--- src/rtl/wb_preset_init_seq_if.sv ---
// Wishbone bus bundle: master drives cyc/stb/we/adr/sel/dat_w,
// slave returns dat_r/ack/err/stall.
interface wb_preset_init_seq_if #(
    parameter int ADDR_WIDTH = 8
);
    logic                  cyc;
    logic                  stb;
    logic                  we;
    logic [ADDR_WIDTH-1:0] adr;
    logic [3:0]            sel;
    logic [31:0]           dat_w;
    logic [31:0]           dat_r;
    logic                  ack;
    logic                  err;
    logic                  stall;

    modport master (
        output cyc, stb, we, adr, sel, dat_w,
        input  dat_r, ack, err, stall
    );

    modport slave (
        input  cyc, stb, we, adr, sel, dat_w,
        output dat_r, ack, err, stall
    );
endinterface

--- src/rtl/wb_preset_init_seq.sv ---
// Wishbone owner in front of a register bank: writes a preset table
// after reset (or on start_i), then passes the host bus straight through.
// Ports: clk_i, rst_n_i (async active-low), start_i replay pulse,
//   tbl_adr_i/tbl_dat_i packed table, host_if (slave side from host),
//   bank_if (master side to bank), busy_o, done_o, error_o, err_idx_o.
module wb_preset_init_seq #(
    parameter  int N_ENTRIES  = 4,
    parameter  int ADDR_WIDTH = 8,
    parameter  int TIMEOUT    = 15,
    localparam int IW = (N_ENTRIES > 1) ? $clog2(N_ENTRIES) : 1,
    localparam int CW = $clog2(TIMEOUT + 1)
) (
    input  logic                            clk_i,
    input  logic                            rst_n_i,
    input  logic                            start_i,
    input  logic [N_ENTRIES*ADDR_WIDTH-1:0] tbl_adr_i,
    input  logic [N_ENTRIES*32-1:0]         tbl_dat_i,
    wb_preset_init_seq_if.slave             host_if,
    wb_preset_init_seq_if.master            bank_if,
    output logic                            busy_o,
    output logic                            done_o,
    output logic                            error_o,
    output logic [IW-1:0]                   err_idx_o
);

    typedef enum logic [1:0] {
        S_REQ,
        S_ACK,
        S_DONE,
        S_DRAIN
    } state_t;

    state_t        state_q, state_d;
    logic [IW-1:0] idx_q, idx_d;
    logic [CW-1:0] cnt_q, cnt_d;
    logic          error_q, error_d;
    logic [IW-1:0] eidx_q, eidx_d;
    logic          fail;

    always_ff @(posedge clk_i or negedge rst_n_i) begin
        if (!rst_n_i) begin
            state_q <= S_REQ;
            idx_q   <= '0;
            cnt_q   <= '0;
            error_q <= 1'b0;
            eidx_q  <= '0;
        end else begin
            state_q <= state_d;
            idx_q   <= idx_d;
            cnt_q   <= cnt_d;
            error_q <= error_d;
            eidx_q  <= eidx_d;
        end
    end

    always_comb begin
        state_d = state_q;
        idx_d   = idx_q;
        cnt_d   = cnt_q;
        error_d = error_q;
        eidx_d  = eidx_q;
        fail    = 1'b0;

        bank_if.cyc   = 1'b0;
        bank_if.stb   = 1'b0;
        bank_if.we    = 1'b0;
        bank_if.adr   = '0;
        bank_if.sel   = 4'h0;
        bank_if.dat_w = 32'h0;

        host_if.ack   = 1'b0;
        host_if.err   = 1'b0;
        host_if.dat_r = 32'h0;
        host_if.stall = host_if.cyc & host_if.stb;

        unique case (state_q)
            S_REQ: begin
                bank_if.cyc   = 1'b1;
                bank_if.stb   = 1'b1;
                bank_if.we    = 1'b1;
                bank_if.sel   = 4'hF;
                bank_if.adr   = tbl_adr_i[int'(idx_q)*ADDR_WIDTH +: ADDR_WIDTH];
                bank_if.dat_w = tbl_dat_i[int'(idx_q)*32 +: 32];
                if (!bank_if.stall) state_d = S_ACK;
            end
            S_ACK: begin
                bank_if.cyc = 1'b1;
                cnt_d = cnt_q + CW'(1);
                // err takes priority over a simultaneous ack
                fail = bank_if.err | (cnt_q == CW'(TIMEOUT - 1));
                if (fail || bank_if.ack) begin
                    cnt_d = '0;
                    if (fail) begin
                        error_d = 1'b1;
                        eidx_d  = idx_q;
                    end
                    if (idx_q == IW'(N_ENTRIES - 1)) begin
                        state_d = S_DONE;
                    end else begin
                        idx_d   = idx_q + IW'(1);
                        state_d = S_REQ;
                    end
                end
            end
            S_DONE: begin
                bank_if.cyc   = host_if.cyc;
                bank_if.stb   = host_if.stb;
                bank_if.we    = host_if.we;
                bank_if.adr   = host_if.adr;
                bank_if.sel   = host_if.sel;
                bank_if.dat_w = host_if.dat_w;
                host_if.ack   = bank_if.ack;
                host_if.err   = bank_if.err;
                host_if.dat_r = bank_if.dat_r;
                host_if.stall = bank_if.stall;
                if (start_i) state_d = S_DRAIN;
            end
            S_DRAIN: begin
                // let the open host cycle finish, but admit no new strobe
                bank_if.cyc   = host_if.cyc;
                bank_if.we    = host_if.we;
                bank_if.adr   = host_if.adr;
                bank_if.sel   = host_if.sel;
                bank_if.dat_w = host_if.dat_w;
                host_if.ack   = bank_if.ack;
                host_if.err   = bank_if.err;
                host_if.dat_r = bank_if.dat_r;
                if (!host_if.cyc) begin
                    error_d = 1'b0;
                    eidx_d  = '0;
                    idx_d   = '0;
                    cnt_d   = '0;
                    state_d = S_REQ;
                end
            end
            default: state_d = S_REQ;
        endcase

        // the bus is released for as long as reset is held
        if (!rst_n_i) begin
            bank_if.cyc   = 1'b0;
            bank_if.stb   = 1'b0;
            bank_if.we    = 1'b0;
            bank_if.adr   = '0;
            bank_if.sel   = 4'h0;
            bank_if.dat_w = 32'h0;
        end
    end

    assign busy_o    = (state_q != S_DONE);
    assign done_o    = (state_q == S_DONE);
    assign error_o   = error_q;
    assign err_idx_o = eidx_q;

endmodule

--- src/flat_wrapper.sv ---
// flat-port wrapper written by rule: the top's interface ports become plain ports
module wb_preset_init_seq_flat 
#(
    parameter  int N_ENTRIES  = 4,
    parameter  int ADDR_WIDTH = 8,
    parameter  int TIMEOUT    = 15,
    localparam int IW = (N_ENTRIES > 1) ? $clog2(N_ENTRIES) : 1,
    localparam int CW = $clog2(TIMEOUT + 1)
)
  (clk_i, rst_n_i, start_i, tbl_adr_i, tbl_dat_i, busy_o, done_o, error_o, err_idx_o, host_if_cyc, host_if_stb, host_if_we, host_if_adr, host_if_sel, host_if_dat_w, host_if_dat_r, host_if_ack, host_if_err, host_if_stall, bank_if_cyc, bank_if_stb, bank_if_we, bank_if_adr, bank_if_sel, bank_if_dat_w, bank_if_dat_r, bank_if_ack, bank_if_err, bank_if_stall);
  wb_preset_init_seq_if #(.ADDR_WIDTH(ADDR_WIDTH)) host_if_i ();
  wb_preset_init_seq_if #(.ADDR_WIDTH(ADDR_WIDTH)) bank_if_i ();
  input  logic clk_i;
  input  logic rst_n_i;
  input  logic start_i;
  input  logic [N_ENTRIES*ADDR_WIDTH-1:0] tbl_adr_i;
  input  logic [N_ENTRIES*32-1:0] tbl_dat_i;
  output logic busy_o;
  output logic done_o;
  output logic error_o;
  output logic [IW-1:0] err_idx_o;
  input wire logic [$bits(host_if_i.cyc)-1:0] host_if_cyc;
  input wire logic [$bits(host_if_i.stb)-1:0] host_if_stb;
  input wire logic [$bits(host_if_i.we)-1:0] host_if_we;
  input wire logic [$bits(host_if_i.adr)-1:0] host_if_adr;
  input wire logic [$bits(host_if_i.sel)-1:0] host_if_sel;
  input wire logic [$bits(host_if_i.dat_w)-1:0] host_if_dat_w;
  output wire logic [$bits(host_if_i.dat_r)-1:0] host_if_dat_r;
  output wire logic [$bits(host_if_i.ack)-1:0] host_if_ack;
  output wire logic [$bits(host_if_i.err)-1:0] host_if_err;
  output wire logic [$bits(host_if_i.stall)-1:0] host_if_stall;
  output wire logic [$bits(bank_if_i.cyc)-1:0] bank_if_cyc;
  output wire logic [$bits(bank_if_i.stb)-1:0] bank_if_stb;
  output wire logic [$bits(bank_if_i.we)-1:0] bank_if_we;
  output wire logic [$bits(bank_if_i.adr)-1:0] bank_if_adr;
  output wire logic [$bits(bank_if_i.sel)-1:0] bank_if_sel;
  output wire logic [$bits(bank_if_i.dat_w)-1:0] bank_if_dat_w;
  input wire logic [$bits(bank_if_i.dat_r)-1:0] bank_if_dat_r;
  input wire logic [$bits(bank_if_i.ack)-1:0] bank_if_ack;
  input wire logic [$bits(bank_if_i.err)-1:0] bank_if_err;
  input wire logic [$bits(bank_if_i.stall)-1:0] bank_if_stall;
  assign host_if_i.cyc = host_if_cyc;
  assign host_if_i.stb = host_if_stb;
  assign host_if_i.we = host_if_we;
  assign host_if_i.adr = host_if_adr;
  assign host_if_i.sel = host_if_sel;
  assign host_if_i.dat_w = host_if_dat_w;
  assign host_if_dat_r = host_if_i.dat_r;
  assign host_if_ack = host_if_i.ack;
  assign host_if_err = host_if_i.err;
  assign host_if_stall = host_if_i.stall;
  assign bank_if_cyc = bank_if_i.cyc;
  assign bank_if_stb = bank_if_i.stb;
  assign bank_if_we = bank_if_i.we;
  assign bank_if_adr = bank_if_i.adr;
  assign bank_if_sel = bank_if_i.sel;
  assign bank_if_dat_w = bank_if_i.dat_w;
  assign bank_if_i.dat_r = bank_if_dat_r;
  assign bank_if_i.ack = bank_if_ack;
  assign bank_if_i.err = bank_if_err;
  assign bank_if_i.stall = bank_if_stall;
  wb_preset_init_seq #(.N_ENTRIES(N_ENTRIES), .ADDR_WIDTH(ADDR_WIDTH), .TIMEOUT(TIMEOUT)) u_core (.clk_i(clk_i), .rst_n_i(rst_n_i), .start_i(start_i), .tbl_adr_i(tbl_adr_i), .tbl_dat_i(tbl_dat_i), .host_if(host_if_i), .bank_if(bank_if_i), .busy_o(busy_o), .done_o(done_o), .error_o(error_o), .err_idx_o(err_idx_o));
endmodule
--- config.mk ---
export PLATFORM = sky130hd
export DESIGN_NAME = wb_preset_init_seq_flat
export DESIGN_NICKNAME = d
export VERILOG_FILES = /design/src/rtl/wb_preset_init_seq_if.sv /design/src/rtl/wb_preset_init_seq.sv /design/src/flat_wrapper.sv
export SDC_FILE = /design/constraint.sdc
export NUM_CORES = 1
export LEC_CHECK = 0
export CAP_MARGIN = 20
export CORE_AREA = 3 3 127 129
export CTS_BUF_LIST = sky130_fd_sc_hd__clkbuf_8
export CTS_CLUSTER_DIAMETER = 80
export DETAILED_ROUTE_END_ITERATION = 8
export DIE_AREA = 0 0 130 132
export GPL_TIMING_DRIVEN = 0
export SYNTH_ARGS = -nofsm -noshare
export SYNTH_HDL_FRONTEND = slang
export SYNTH_SLANG_ARGS = --single-unit
--- constraint.sdc ---
create_clock -name clk_i -period 4.6 [get_ports clk_i]
set_clock_uncertainty 0.05 [all_clocks]
set_input_delay 0.69 -clock clk_i [delete_from_list [all_inputs] [get_ports clk_i]]
set_output_delay 0.69 -clock clk_i [all_outputs]
set_load 0.02 [all_outputs]
== Yosys cells after proc, flatten, opt, wreduce, memory -nomap -nowiden ==
Cells that the tools add are included.
Operators by class
  eq/ne operators: 12
  add/subtract/negate cells: 2
  shift-type cells: 2
  multiply operators: 0
  bitwise operators: 2
  $lt $le $gt $ge: 0
  reduce and logical (&&, ||, !) cells: 9
  div/mod/pow operators: 0
  mux-type cells: 35
Operators with widths (count)
  $shiftx 128x8->32: 1
  $mux 32: 2
  $pmux 32 s2: 1
  $shiftx 32x6->8: 1
  $mux 2: 9
  $pmux 4 s2: 2
  $pmux 8 s2: 1
  $mux 4: 3
  $reduce_and 4->1: 3
  $ne 2x2->1 const B: 5
  $mux 1: 9
  $mux 8: 1
  $pmux 1 s2: 4
  $pmux 2 s2: 2
  $pmux 2 s4: 1
  $eq 2x2->1 const B: 3
  $add 4x1->4 const B: 1
  $eq 4x4->1 const B: 1
  $ne 2x1->1 const B: 2
  $reduce_or 2->1: 2
  $add 2x1->2 const B: 1
  $eq 2x1->1 const B: 1
  $logic_not 2->1: 1
  $reduce_and 2->1: 1
  4 further kinds: 4
Word-level totals
  bits in registers: 11
  word-level logic and storage cells: 67
  memory bits (writable): 0
  memories: 0
  memory bits (read-only): 0
  input bits: 245
  latch bits: 0
  output and inout port bits: 87

== Logic depth before layout (Yosys ltp) ==
Gate-level depths: netlist of run 1.
  depth after elaboration: 5
  mapped depth: 6
  depth with buffers taken out: 5

== Worst setup path after synthesis of run 1 ==
OpenSTA, ideal clock, no wires.
  kind: input -> output
  start: in rst_n_i
  end: out bank_if_adr[0]
  path slack: 2.361 ns
  data arrival time: 1.499 ns
  stages on the path: 4
  path through: and2_1 clkbuf_1 clkbuf_1 a22o_1
On the way
  longest elaborated chain between the ends: 1
RTL lines
  start: declaration: line flat_wrapper.sv:14  | input logic rst_n_i;
  $mux 8: line wb_preset_init_seq.sv:140  | if (!rst_n_i) begin
  end: declaration: line flat_wrapper.sv:35  | output wire logic [$bits(bank_if_i.adr)-1:0] bank_if_adr;
No other way between the ends.

== Final worst setup path of run 1 ==
  start: in rst_n_i
  end: out bank_if_adr[7]
Same word-level chain as after synthesis.

==> results of run 1 <==
==> how the worst min path moves through the flow <==
stage | slack [ns] | cells after the start | to
detailed placement | 0.46 | 2 | u_core.err_idx_o[1]
global route | 0.50 | 2 | u_core.err_idx_o[1]
floorplan | 0.34 | 0 | asynchronous set/reset pin
CTS | 0.47 | 2 | u_core.err_idx_o[1]
finish | 0.47 | 2 | u_core.err_idx_o[1]
global placement | 0.46 | 2 | u_core.err_idx_o[0]
==> layer usage <==
layer / up-vias / GRT usage (%) / part of all wire [%]
met3: 15 / 3.16 / 8.6
li1: 1530 / - / -
met2: 203 / 30.7 / 54
met5: - / 0 / 0
met1: 1614 / 17.3 / 36
met4: 0 / 2.60 / 1.4
==> layout make-up <==
class / count / area (um^2)
clock inverter: 1 / 3.75
multi-input combinational: 172 / 1880
clock buffer: 3 / 41.3
inverter: 5 / 18.8
fill: 1508 / 9200
sequential: 11 / 275
tap: 188 / 235
timing repair buffer: 331 / 3310
buffer: 26 / 175
==> stage by stage <==
step	instances	instance area (um^2)	setup slack, ns
floorplan	214	2350	2.36
global placement	733	5900	0.264
detailed placement	733	5900	0.223
CTS	737	5940	0.204
global route	737	5940	0.122
finish	737	5940	0.378
==> report_power, final <==
| group | switching, mW | internal, mW | leakage [nW] | total, mW |
|---|---|---|---|---|
| registers | 0.0387 | 0.134 | 0.139 | 0.173 |
| clock network | 0.0368 | 0.0586 | 0.0269 | 0.0955 |
| logic | 0.900 | 1.12 | 2.04 | 2.02 |
==> placed cells by master, fill, tap and decap left out, types with 2 or more instances in the layout <==
cell / instances
clkdlybuf4s50_1: 331
a22o_1: 41
mux4_2: 37
and2_1: 36
clkbuf_1: 14
dfrtp_1: 11
nand2_1: 8
a21oi_1: 7
o21ai_0: 7
nor2b_1: 6
inv_1: 6
buf_2: 5
mux4_1: 3
buf_12: 3
mux2i_1: 3
ha_1: 3
clkbuf_8: 3
buf_4: 2
buf_6: 2
nand2b_1: 2
a21boi_0: 2
mux2_1: 2
a31oi_1: 2
==> critical path, cell delays in order <==
cell,delay [ns]
clkdlybuf4s50_1,0.99
and2_1,0.24
clkbuf_1,0.21
clkbuf_1,0.46
a22o_1,0.24
clkdlybuf4s50_1,0.64
==> cells by family (layout without fill, tap and decap cells) <==
kind of cell    after synthesis  after routing
simple gates                 59             59
fa+ha+maj                     3              3
xor+xnor                      1              1
flops                        11             11
buf+inv                      31            366
mux                          45             45
compound gates               64             64
==> sequential cells by signal, summed over array words and instances (netlist names), named ones only <==
name and cells:
u_core.state_q 1, u_core.idx_q 2, u_core.cnt_q 4, u_core.error_o 1, u_core.err_idx_o 2
==> flow_summary.json, run 1 <==
{
  "io_pins": 332,
  "p_leak_nw": 2.21,
  "synth_seq_cells": 11,
  "synth_area_mm2": 0.00235,
  "rrSetupSlack_ns": 2.82,
  "fmax_mhz": 237,
  "synth-compound-area-share_pct": 21.6,
  "cts_hold_buf": 0,
  "crit_end": "bank_if_adr[7]",
  "synth-edff-count": 0,
  "syn_inst": 214,
  "fp.dieH_um": 132,
  "hold_start": "u_core.err_idx_o[1]",
  "postCtsSetupRepairBufs": 0,
  "syn_area_per_cell_um2": 11.0,
  "ctsResizeCount": 0,
  "yosysTopAreaCellShare_pct": 35.5,
  "syn2layout_area_growth_pct": 153,
  "ys_seq_area_share_pct": 11.7,
  "min_period_ns": 4.22,
  "rows": 45,
  "grt_pass1_wl_mm": 21.2,
  "ys_async_sr_fraction_pct": 100,
  "fin_crit_sh_pct": 91.8,
  "post_synth_num_cell_types": 34,
  "drt_wl_total_mm": 14.3,
  "num-nets-final": 798,
  "core_mm2": 0.0151,
  "overflow": 0,
  "cellPowerDensity_mw_per_mm2": 384,
  "status": "finished clean",
  "crit_fanout": 20,
  "tightest_slew_ns": 0.799,
  "final_antenna_net_count": 0,
  "numCtsBuffers": 3,
  "antenna_found_initial": 0,
  "synthMuxAreaShare_pct": 41.1,
  "r2r-start": "u_core.cnt_q[0]",
  "final_core_util_pct": 39.2,
  "ff2ff_path_depth": 5,
  "clk-insertion-delay-late_ns": 0.24,
  "viasPerCell": 4.56,
  "ys_warn_count": 0,
  "finalSetupTns_ns": 0,
  "vias": 3362,
  "design.die.area_mm2": 0.0172,
  "htree_levels": 1,
  "synth_fa_ha_area_share_pct": 1.60,
  "track_usage_pct": 15.7,
  "hold_path.class": "reg -> reg",
  "synth_top_cells_by_count": "41 x a22o_1, 37 x mux4_2, 36 x and2_1",
  "yosys-top-cells-area": "mux4_2 35%, a22o_1 15%, dfrtp_1 12%",
  "die-width_um": 130,
  "clk_path_buf_depth": 2,
  "cts_root_buffer": "clkbuf_8",
  "portBuffers": 331,
  "worstSetupPathType": "in -> out",
  "rsz0062_at_grt": "false",
  "drtPass1Iterations": 4,
  "synthXorXnorAreaFrac_pct": 0.373,
  "cts.sink_count": 11,
  "synth_simple_gate_area_share_pct": 15.4,
  "grt_max_degree": 21,
  "finalHoldViolations": 0,
  "grt_pass1_vias": 3719,
  "rr_endpoint": "u_core.idx_q[1]",
  "power.total_mw": 2.28,
  "synthFlopType": "dfrtp_1",
  "first_iter_violations": 90,
  "routabilityCongestion": 0.882,
  "yosysMostFrequentCell": "a22o_1",
  "critPathRequiredTime_ns": 3.86,
  "cap_violations": 0,
  "syn-num-nets": 462,
  "setup_violations": 0,
  "cts.clk_slew.worst_paths_ns": 0.05,
  "start_kind": "input port",
  "antenna_cells": 0,
  "worst_hold_slack_ns": 0.468,
  "dp_hpwl_mm": 12.6,
  "start_util_pct": 15.5,
  "maxSlewViolCount": 0,
  "drive_gt1_share_pct": 10.4,
  "wl_per_cell_um": 19.5,
  "yosysTopAreaCell": "mux4_2",
  "slew_headroom_pct": 46.6,
  "crit_path_end_kind": "output port",
  "peakVddDrop_uv": 171,
  "tritoncts": "done",
  "crit_start": "rst_n_i",
  "synth_top_family_by_area": "multiplexers",
  "cp.arrival_ns": 3.48,
  "remaining_drc_errors": 0
}
Note: power is estimated with default switching activity, not from simulation.
==> run 2, diff against run 1 <==
Settings changed: CORE_AREA 3 3 127 129 to 4 4 128 130, DIE_AREA 0 0 130 132 to 0 0 132 134, SETUP_SLACK_MARGIN from default to 0.15, SLEW_MARGIN from default to 20.
==> flow_summary.json, run 2 (synthesized netlist as in run 1, its figures left out) <==
{
  "finalSetupTns_ns": 0,
  "grt_use_met1_pct": 17.0,
  "maxSlewViolCount": 0,
  "combPwrFrac_pct": 88.1,
  "fin_ws_ns": 0.808,
  "grt_max_degree": 21,
  "fmax_mhz": 264,
  "rsz0062_at_grt": "false",
  "grt_pass1_wl_mm": 21.4,
  "final_common_cell": "clkdlybuf4s50_1",
  "design_area_mm2": 0.00595,
  "top_usage_layer": "met2",
  "crit_start": "rst_n_i",
  "largest_register": "u_core.cnt_q",
  "crit_chain": "dlymetal6s2s_1 -> and2_1 -> clkbuf_1 -> clkbuf_1 -> a22o_1 -> clkdlybuf4s50_1",
  "grt_pass1_vias": 3706,
  "start_kind": "input port",
  "crit_cells": 6,
  "cellPowerDensity_mw_per_mm2": 383,
  "gr-usage-met3_pct": 4.61,
  "cp_top_family": "buffers and inverters",
  "fp.dieH_um": 134,
  "wl_per_cell_um": 19.4,
  "ff2ff_path_depth": 5,
  "switching_share_pct": 42.6,
  "antenna_cells": 0,
  "critPathRequiredTime_ns": 3.86,
  "cap_violations": 0,
  "crit_top_cell": "clkbuf_1",
  "rows": 45,
  "status": "finished clean",
  "p_seq_share_pct": 7.5,
  "clkPwrFrac_pct": 4.4,
  "syn2layout_area_growth_pct": 153,
  "routabilityCongestion": 0.859,
  "overflow": 0,
  "rrSetupSlack_ns": 2.82,
  "first_iter_violations": 101,
  "tightest_slew_ns": 0.742,
  "rr_endpoint": "u_core.idx_q[1]",
  "drtPass1Iterations": 4,
  "viasPerCell": 4.50,
  "drive_gt1_share_pct": 10.6,
  "largest_register_ffs": 4,
  "crit_path_end_kind": "output port",
  "p_int_mw": 1.31,
  "cts_hold_buf": 0,
  "finalHoldViolations": 0,
  "p_leak_nw": 2.22,
  "crit_fanout": 20,
  "track_usage_pct": 15.2,
  "num-nets-final": 798,
  "grt_use_met2_pct": 28.4,
  "numCtsBuffers": 3,
  "die-width_um": 132,
  "fin_crit_sh_pct": 82.4,
  "cpPeakStageDelay_ns": 0.66,
  "r2r-start": "u_core.cnt_q[0]",
  "portBuffers": 331,
  "design.die.area_mm2": 0.0177,
  "hold_path.class": "in -> async",
  "power.total_mw": 2.28,
  "tritoncts": "done",
  "core_mm2": 0.0151,
  "postCtsSetupRepairBufs": 0,
  "peakVddDrop_uv": 202,
  "final_antenna_net_count": 0,
  "clk_path_buf_depth": 2,
  "io_pins": 332,
  "remaining_drc_errors": 0,
  "antenna_found_initial": 1,
  "start_util_pct": 15.5,
  "vias": 3320,
  "clk-insertion-delay-late_ns": 0.24,
  "p_sw_uw": 971,
  "cts.clk_slew.worst_paths_ns": 0.05,
  "crit_buf_inv": 4,
  "cts.sink_count": 11,
  "worstSetupPathType": "in -> out",
  "cp_slowest_cell": "clkdlybuf4s50_1",
  "htree_levels": 1,
  "cts_root_buffer": "clkbuf_8",
  "place_area_mm2": 0.00590,
  "cp.arrival_ns": 3.05,
  "place_ws_ns": 0.269,
  "crit_end": "bank_if_dat_w[30]",
  "min_period_ns": 3.79,
  "slew_headroom_pct": 50.4,
  "mostFrequentLayoutCells": "330 x clkdlybuf4s50_1, 41 x a22o_1, 37 x mux4_2",
  "setup_violations": 0,
  "dp_hpwl_mm": 12.5,
  "drt_wl_total_mm": 14.3
}
==> run 2: changes by cell type in the layout (fill, tap and decap cells not counted) <==
cell,before,now
clkdlybuf4s50_1,331,330
dlymetal6s2s_1,0,1
clkinv_2,0,1
inv_1,6,5
==> run 2: final cells by class <==
type / instances / area [um^2]
fill: 1481 / 9200
inverter: 5 / 18.8
clock inverter: 1 / 5.00
sequential: 11 / 275
clock buffer: 3 / 41.3
timing repair buffer: 331 / 3320
buffer: 26 / 175
tap: 188 / 235
multi-input combinational: 172 / 1880
==> run 2: worst register-to-register path: cells and delay by family (launching register included) <==
family | cells | cell delay (ns)
multiplexers | 1 | 0.34
AO/OA/AOI/OAI | 2 | 0.61
adder cells (fa/ha/maj) | 1 | 0.20
buffers and inverters | 1 | 0.06
flip-flops | 1 | 0.41
==> run 2: worst min-delay path by stage <==
stage	startpoint	end	slack [ns]	depth (start not counted)
6_report	rst_n_i	u_core.cnt_q[2]	0.45	1
5_1_grt	rst_n_i	u_core.cnt_q[2]	0.51	1
4_1_cts	u_core.err_idx_o[1]	u_core.err_idx_o[1]	0.49	2
3_5_place_dp	u_core.err_idx_o[1]	u_core.err_idx_o[1]	0.47	2
3_3_place_gp	u_core.err_idx_o[1]	u_core.err_idx_o[1]	0.45	2
2_1_floorplan	rst_n_i	asynchronous set/reset pin	0.34	0
==> run 2: power groups by stage <==
stage	combinational (mW)	sequential, mW	clock (mW)
6_report	2.01	0.171	0.101
4_1_cts	2.05	0.171	0.102
3_3_place_gp	2.02	0.169	0
5_1_grt	2.16	0.177	0.106
2_1_floorplan	1.20	0.177	0
3_5_place_dp	2.04	0.172	0
==> run 2: metrics by stage <==
step                      util [%]  hold WS, ns  std cells
after floorplan                  -        0.344        214
after global placement        38.9        0.453        733
after detailed placement      38.9        0.472        733
after CTS                     39.2        0.489        737
after global routing          39.3        0.510        737
final                         39.3        0.449        737
==> run 2: per-layer routing <==
metal	vias up	wire, um
met5	-	13
met4	2	247
met3	19	1300
met2	219	7470
met1	1551	5300
li1	1529	-
==> run 2: repair_timing <==
item | CTS | global route
endpoints found under the hold margin | 0 | 0
resized for setup | 0 | 1
setup endpoints to repair | 0 | 4
==> run 3, diff against run 2 <==
Clock period 4.6 ns to 3.7 ns, I/O delays scaled along.
==> flow_summary.json, run 3 (synthesized netlist as in run 1, its figures left out) <==
{
  "status": "finished clean",
  "crit_fanout": 20,
  "fmax_mhz": 303,
  "dr_wl_met3_mm": 1.30,
  "viasPerCell": 4.50,
  "cts_hold_buf": 0,
  "grt_pass1_vias": 3706,
  "peakVddDrop_uv": 251,
  "first_iter_violations": 104,
  "design.die.area_mm2": 0.0177,
  "clk_path_buf_depth": 2,
  "drtPass1Iterations": 4,
  "worstSetupPathType": "in -> out",
  "finalSetupTns_ns": 0,
  "cts.sink_count": 11,
  "portBuffers": 331,
  "cp_slowest_cell": "clkdlybuf4s50_1",
  "htree_levels": 1,
  "drive_gt1_share_pct": 11.1,
  "place_ws_ns": -0.361,
  "clk-insertion-delay-late_ns": 0.24,
  "dp_hpwl_mm": 12.5,
  "final_common_cell": "clkdlybuf4s50_1",
  "grt_max_degree": 21,
  "tightest_slew_ns": 0.636,
  "cp.arrival_ns": 2.70,
  "mostFrequentLayoutCells": "330 x clkdlybuf4s50_1, 41 x a22o_1, 37 x mux4_2",
  "rsz0062_at_grt": "false",
  "maxSlewViolCount": 0,
  "grt_pass1_wl_mm": 21.4,
  "fin_crit_sh_pct": 89.3,
  "cts.clk_slew.worst_paths_ns": 0.05,
  "io_pins": 332,
  "cellPowerDensity_mw_per_mm2": 477,
  "slew_headroom_pct": 57.6,
  "num-nets-final": 798,
  "highest_layer": "met5",
  "largest_register_ffs": 4,
  "cts_root_buffer": "clkbuf_8",
  "p_leak_nw": 2.21,
  "wl_per_cell_um": 19.5,
  "drt-met1-wl_mm": 5.30,
  "start_util_pct": 15.5,
  "finalHoldViolations": 0,
  "rows": 45,
  "met2WireLength_mm": 7.48,
  "crit_chain": "clkdlybuf4s15_2 -> and2_1 -> clkbuf_1 -> buf_1 -> a22o_1 -> clkdlybuf4s50_1",
  "cap_violations": 0,
  "setup_violations": 0,
  "fin_ws_ns": 0.395,
  "die-width_um": 132,
  "syn2layout_area_growth_pct": 153,
  "postCtsSetupRepairBufs": 0,
  "finalNonFillerCells": 737,
  "drt_wl_total_mm": 14.3,
  "remaining_drc_errors": 0,
  "hold_path.class": "in -> async",
  "tritoncts": "done",
  "crit_path_end_kind": "output port",
  "placed_cells": 733,
  "core_mm2": 0.0151,
  "overflow": 0,
  "vias": 3317,
  "start_kind": "input port",
  "cp_top_family": "buffers and inverters",
  "largest_register": "u_core.cnt_q",
  "fp.dieH_um": 134,
  "critPathRequiredTime_ns": 3.09,
  "track_usage_pct": 15.2,
  "ctsResizeCount": 3,
  "crit_buf_inv": 4,
  "min_period_ns": 3.31,
  "numCtsBuffers": 3,
  "antenna_cells": 0,
  "final_antenna_net_count": 0,
  "antenna_found_initial": 1,
  "routabilityCongestion": 0.859,
  "cpPeakStageDelay_ns": 0.65
}
==> run 3: final timing paths <==
check                                     from                   to  slack [ns]  depth (start not counted)
min                                    rst_n_i      u_core.cnt_q[2]        0.28                          1
max                                    rst_n_i     bank_if_dat_w[7]        0.39                          6
max reg2reg                    u_core.cnt_q[0]      u_core.idx_q[1]        1.92                          5
min in group clk_i         u_core.err_idx_o[1]  u_core.err_idx_o[1]        0.48                          2
min reg2reg                u_core.err_idx_o[1]  u_core.err_idx_o[1]        0.48                          2
max in group asynchronous              rst_n_i  u_core.err_idx_o[0]        3.03                          1
==> run 3: power by group <==
part / internal (mW) / switching (mW) / total (mW)
combinational: 1.39 / 1.11 / 2.50
sequential: 0.167 / 0.0453 / 0.212
clock: 0.0744 / 0.0507 / 0.125
total: 1.63 / 1.21 / 2.84
==> run 3: worst register-to-register path, cell delays in order, from the launching register on <==
cell and delay [ns]:
dfrtp_1 0.41, inv_1 0.06, ha_1 0.20, a31oi_2 0.44, a211oi_2 0.17, mux2_1 0.34
==> run 3: layout make-up <==
class,count,area (um^2)
repair buffers,331,3310
plain buffers,26,178
well taps,188,235
multi-input cells,172,1880
fillers,1478,9200
flip-flops and latches,11,275
inverters,5,18.8
clock inverters,1,5.00
clock buffers,3,41.3
==> run 3: layer usage <==
layer	up-vias	track usage, %
met3	19	4.61
met4	2	2.92
met1	1549	17.0
li1	1530	-
met2	217	28.4
met5	-	0
==> run 3: per-stage QoR <==
| step | instance area [um^2] | power [mW] | hold WS (ns) | utilization, % |
|---|---|---|---|---|
| 6_report | 5950 | 2.84 | 0.281 | 39.3 |
| 5_1_grt | 5950 | 3.04 | 0.311 | 39.3 |
| 4_1_cts | 5950 | 2.88 | 0.292 | 39.3 |
| 3_5_place_dp | 5900 | 2.75 | 0.472 | 38.9 |
| 3_3_place_gp | 5900 | 2.72 | 0.453 | 38.9 |
| 2_1_floorplan | 2350 | 1.71 | 0.209 | - |
